File: config.mk
export PLATFORM = sky130hd
export DESIGN_NAME = wb_rstgen
export DESIGN_NICKNAME = d
export VERILOG_FILES = /design/src/rtl/wb_rstgen.sv
export SDC_FILE = /design/constraint.sdc
export NUM_CORES = 1
export LEC_CHECK = 0
export ABC_AREA = 1
export CAP_MARGIN = 20
export CORE_UTILIZATION = 25
export DETAILED_ROUTE_END_ITERATION = 10
export PLACE_DENSITY = 0.49
export SLEW_MARGIN = 5
export SYNTH_ARGS = -nofsm -noshare
export SYNTH_HDL_FRONTEND = slang
export SYNTH_SLANG_ARGS = --single-unit
File: constraint.sdc
create_clock -name clk_i -period 1.45 [get_ports clk_i]
set_input_delay 0.3625 -clock clk_i [delete_from_list [all_inputs] [get_ports clk_i]]
set_output_delay 0.3625 -clock clk_i [all_outputs]
set_load 0.1 [all_outputs]
File: src/rtl/wb_rstgen.sv
// Wishbone SYSCON reset generator: async-assert/sync-release reset, stretched sync reset,
// software reset and optional watchdog (define WB_RSTGEN_WDOG_EN to include the watchdog).
module wb_rstgen #(
    parameter int SYNC_STAGES    = 2,
    parameter int STRETCH_CYCLES = 4,
    parameter int WDOG_TIMEOUT   = 1024
) (
    input  logic       clk_i,
    input  logic       async_rst_i,
    input  logic       sw_rst_req_i,
`ifdef WB_RSTGEN_WDOG_EN
    input  logic       wdog_kick_i,
`endif
    output logic       async_rst_o,
    output logic       sync_rst_o,
    output logic [1:0] rst_cause_o
);

    typedef enum logic [1:0] {SYNC, STRETCH, RUN} state_t;

    localparam logic [1:0] CAUSE_EXT  = 2'b00;
    localparam logic [1:0] CAUSE_SW   = 2'b01;
    localparam logic [1:0] CAUSE_WDOG = 2'b10;
    localparam logic [7:0] STRETCH_LD = 8'(STRETCH_CYCLES);

    if (SYNC_STAGES < 2 || SYNC_STAGES > 4) begin : g_bad_sync
        $error("wb_rstgen: SYNC_STAGES out of range 2..4");
    end
    if (STRETCH_CYCLES < 1 || STRETCH_CYCLES > 255) begin : g_bad_stretch
        $error("wb_rstgen: STRETCH_CYCLES out of range 1..255");
    end
    if (WDOG_TIMEOUT < 2 || WDOG_TIMEOUT > 65535) begin : g_bad_wdog
        $error("wb_rstgen: WDOG_TIMEOUT out of range 2..65535");
    end

    state_t                 state_q, state_d;
    logic [SYNC_STAGES-1:0] sync_q;
    logic [7:0]             cnt_q, cnt_d;
    logic [1:0]             cause_d;
    logic                   wd_expire;

    // A 1 walks through the chain; the reset releases once it reaches the last flop.
    always_ff @(posedge clk_i or negedge async_rst_i) begin
        if (!async_rst_i) sync_q <= '0;
        else              sync_q <= {sync_q[SYNC_STAGES-2:0], 1'b1};
    end

    assign async_rst_o = ~sync_q[SYNC_STAGES-1];
    assign sync_rst_o  = (state_q != RUN);

`ifdef WB_RSTGEN_WDOG_EN
    localparam logic [15:0] WDOG_LD = 16'(WDOG_TIMEOUT);
    logic [15:0] wd_q;

    assign wd_expire = (state_q == RUN) && !wdog_kick_i && (wd_q == 16'd1);

    // Counter reads WDOG_TIMEOUT throughout SYNC/STRETCH, so every RUN starts with a full period.
    always_ff @(posedge clk_i or negedge async_rst_i) begin
        if (!async_rst_i)
            wd_q <= WDOG_LD;
        else if (state_q != RUN || state_d != RUN || wdog_kick_i)
            wd_q <= WDOG_LD;
        else
            wd_q <= wd_q - 16'd1;
    end
`else
    assign wd_expire = 1'b0;
`endif

    always_ff @(posedge clk_i or negedge async_rst_i) begin
        if (!async_rst_i) begin
            state_q     <= SYNC;
            cnt_q       <= '0;
            rst_cause_o <= CAUSE_EXT;
        end else begin
            state_q     <= state_d;
            cnt_q       <= cnt_d;
            rst_cause_o <= cause_d;
        end
    end

    always_comb begin
        state_d = state_q;
        cnt_d   = cnt_q;
        cause_d = rst_cause_o;
        case (state_q)
            SYNC: begin
                // Leave SYNC on the same edge that drops async_rst_o.
                if (sync_q[SYNC_STAGES-2]) begin
                    state_d = STRETCH;
                    cnt_d   = STRETCH_LD;
                end
            end
            STRETCH: begin
                if (sw_rst_req_i) begin
                    cnt_d   = STRETCH_LD;
                    cause_d = CAUSE_SW;
                end else if (cnt_q <= 8'd1) begin
                    state_d = RUN;
                    cnt_d   = '0;
                end else begin
                    cnt_d = cnt_q - 8'd1;
                end
            end
            RUN: begin
                // Software request takes priority over a simultaneous watchdog expiry.
                if (sw_rst_req_i) begin
                    state_d = STRETCH;
                    cnt_d   = STRETCH_LD;
                    cause_d = CAUSE_SW;
                end else if (wd_expire) begin
                    state_d = STRETCH;
                    cnt_d   = STRETCH_LD;
                    cause_d = CAUSE_WDOG;
                end
            end
            default: state_d = SYNC;
        endcase
    end

endmodule

==> impl_results.md <==
* DP HPWL at 1.18 mm
* CTS clk-pin slew, worst paths at 0.09 ns
* Pwr per Cell Area at 2100 nW/µm²
* # H-tree levels at 1
* Max-slew violation count at 0
* Final #Nets at 140
* Seq/Total Area, Yosys at 38.9%
* Final Instance Area at 1200 µm²
* Worst r2r src: state_q[0]
* Pre-antenna DRT Iters at 2
* GRT Residual Overflow at 0
* CP Capture Type: output port
* Clock skew at 0.0103 ns
* Initial antenna violation count at 0
* Max-cap violation count at 0
* Initial Utilization at 26.9%
* Port bufs at 5
* Period Utilization, post-route at 107%
* Ys Warns at 0
* Setup crit start kind: flop
* Reg2reg path depth at 8
* Dominant cell type by area after synthesis: dfrtp_1
* CTS tree: done
* DRC Markers at 0
* Die ar. at 3580 µm²
* Filler instances at 339
* Post-route ant nets at 0
* Setup CP Type: flop to output port
* Total number of vias at 715
* Crit path time final at 1.55 ns
* Min-Delay Path Class: input pin to async pin
* First-pass GRT wire length at 2.97 mm
* Hold Buf Count CTS at 0
* Routed len/inst at 9.93 µm
* Pleak at 0.603 nW
* Sink Count at 13
* Max IR drop VDD at 0.000998 V
* Die height at 59.8 µm
* Antenna Cells at 0
* Final std cells w/o fill at 174
* Flop-to-flop setup slack at -0.04 ns
* Core box area at 3100 µm²
* Inserted Clock Buffers at 3
* Routability cong. at 0.726
* Syn-to-layout area delta at 43.4%
* Row count at 20
* Synth top area share at 38.9%
* Root Driver: clkbuf_4
* Flop pwr share at 23.3%
* Distinct cells, synth at 22
* Logic pwr share at 67.2%
* Die Wd at 59.8 µm
* Post-route setup slack at -0.100 ns
* Hold Fails Final Rpt at 0
* Syn avg cell area at 7.60 µm²
* Setup violators final at 7
* Top-Level Pins at 7
* Vias in the first global route at 679
* Drt total wl at 1.73 mm
* Internal power at 1.32 mW
* Critical Path AT at 1.19 ns
* Initial DRC count at 8
* Gr usage total at 11.4%
* Reg-to-reg endpoint: cnt_q[7]
* Crit path required time at 1.09 ns
* Failing checks: negative setup slack
* Ranking of synthesized cells by area: dfrtp_1 39%, nand2_1 13%, ha_1 9.0%
* CTS Buffer Depth at 2
* Max frequency at 645 MHz
* Pin count of the biggest net entering global routing at 14
* Post-Syn Instances at 110
* #FFs+latches synth at 13
* Outcome: finished with violations
* Crit-path max FO at 2
* Placed Cells incl. Taps at 162
* Placed cell area at 1010 µm²
* Layout cell share with drive strength beyond 1 at 41.5%
* Netlist Area Pre-Place at 836 µm²
* Worst-skew pair later-pin latency at 0.29 ns
* DR vias/cell at 4.11
* Clock share of power at 9.4%
* Sw power at 1.20 mW
* Syn Nets at 119
* RSZ-0062 raised after global routing: true
* Net Sw Frac at 47.7%
-- final cells by class --
class                   count  area (µm²)  area share, %
multi-input cells          74         515           43.0
flip-flops and latches     13         327           27.2
well taps                  44        55.1           4.59
inverters                  22        88.8           7.41
repair buffers             17         186           15.6
clock buffers               4        26.3           2.19
-- power groups by stage --
stage / clock, mW / sequential (mW) / combinational (mW)
6_report: 0.238 / 0.588 / 1.69
5_1_grt: 0.263 / 0.605 / 1.91
4_1_cts: 0.253 / 0.574 / 1.34
3_5_place_dp: 0 / 0.587 / 1.27
3_3_place_gp: 0 / 0.582 / 1.27
2_1_floorplan: 0 / 0.561 / 0.971
-- through the flow --
step	setup TNS [ns]	setup slack, ns	power (mW)	util, %	hold WS, ns
after CTS	-0.121	-0.116	2.17	34.2	0.375
final	-0.237	-0.100	2.52	38.6	0.373
after global routing	-0.870	-0.140	2.78	38.6	0.391
after global placement	-0.832	-0.116	1.85	32.5	0.364
after detailed placement	-0.987	-0.128	1.86	32.5	0.363
after floorplan	0	0.00674	1.53	-	0.0669
-- placed cells by master, fill, tap and decap left out, types with 2 or more instances in the layout --
cell type | netlist | routed
nor2_4 | 0 | 3
nand2_4 | 2 | 3
dfrtp_1 | 13 | 12
nor2_1 | 15 | 13
conb_1 | 2 | 2
nand4_1 | 2 | 2
nand2_2 | 2 | 6
clkbuf_4 | 0 | 3
inv_2 | 4 | 7
buf_12 | 0 | 4
inv_1 | 18 | 13
ha_1 | 6 | 2
ha_4 | 0 | 2
nand3_1 | 3 | 2
ha_2 | 0 | 2
buf_4 | 1 | 10
clkdlybuf4s50_1 | 0 | 2
nand3_2 | 3 | 3
nand2_1 | 28 | 23
-- how the worst max path moves through the flow --
stage,start,to,slack [ns]
after floorplan,state_q[0],sync_rst_o,0.007
after global placement,sw_rst_req_i,cnt_q[7],-0.12
after detailed placement,sw_rst_req_i,cnt_q[7],-0.13
after CTS,state_q[0],sync_rst_o,-0.12
after global routing,state_q[0],sync_rst_o,-0.14
final,state_q[0],sync_rst_o,-0.10
-- state kept, by name, summed over array words and instances (netlist names) --
| signal | flops |
|---|---|
| sync_q | 2 |
| state_q | 2 |
| rst_cause_o | 1 |
| cnt_q | 8 |
-- repair_timing --
item	in CTS	in global routing
buffers inserted	3	5
setup endpoints to repair	1	11
pin swaps	0	10
gates resized for setup	2	25
-- critical path: stages, from the launching register on --
cell        delay [ns]
dfrtp_1           0.41
inv_2             0.08
ha_4              0.15
clkinvlp_4        0.09
buf_12            0.17
-- logic make-up (layout without fill, tap and decap cells) --
| logic type | Yosys count | after routing | share of synthesized area (%) |
|---|---|---|---|
| buf+inv | 23 | 43 | 10.8 |
| fa+ha+maj | 6 | 6 | 8.98 |
| compound gates | 7 | 7 | 5.09 |
| other cells | 2 | 2 | 0.899 |
| simple gates | 58 | 58 | 34.3 |
| flops | 13 | 13 | 38.9 |
| xor+xnor | 1 | 1 | 1.05 |
-- synth_stat cells --
cell,n
nor2_2,2
o22ai_1,1
nand3_1,3
xor2_1,1
conb_1,2
a21oi_1,1
inv_1,18
inv_2,4
nand2_1,28
buf_4,1
ha_1,6
a21o_2,1
nand2_2,2
o21ai_0,1
nor2_1,15
nand2_4,2
nand4_1,2
a22oi_1,1
nand3_2,3
dfrtp_1,13
o21ai_1,2
nor2_8,1
-- per-layer routing --
metal | wire [µm] | global-route usage, % | up-vias | part of all wire (%)
li1 | - | - | 366 | -
met1 | 803 | 14.8 | 335 | 46
met2 | 836 | 17.1 | 10 | 48
met3 | 65 | 4.55 | 4 | 3.8
met4 | 21 | 3.99 | 0 | 1.2
met5 | 0 | 0 | - | 0
Power figures use the tool's default switching activity.
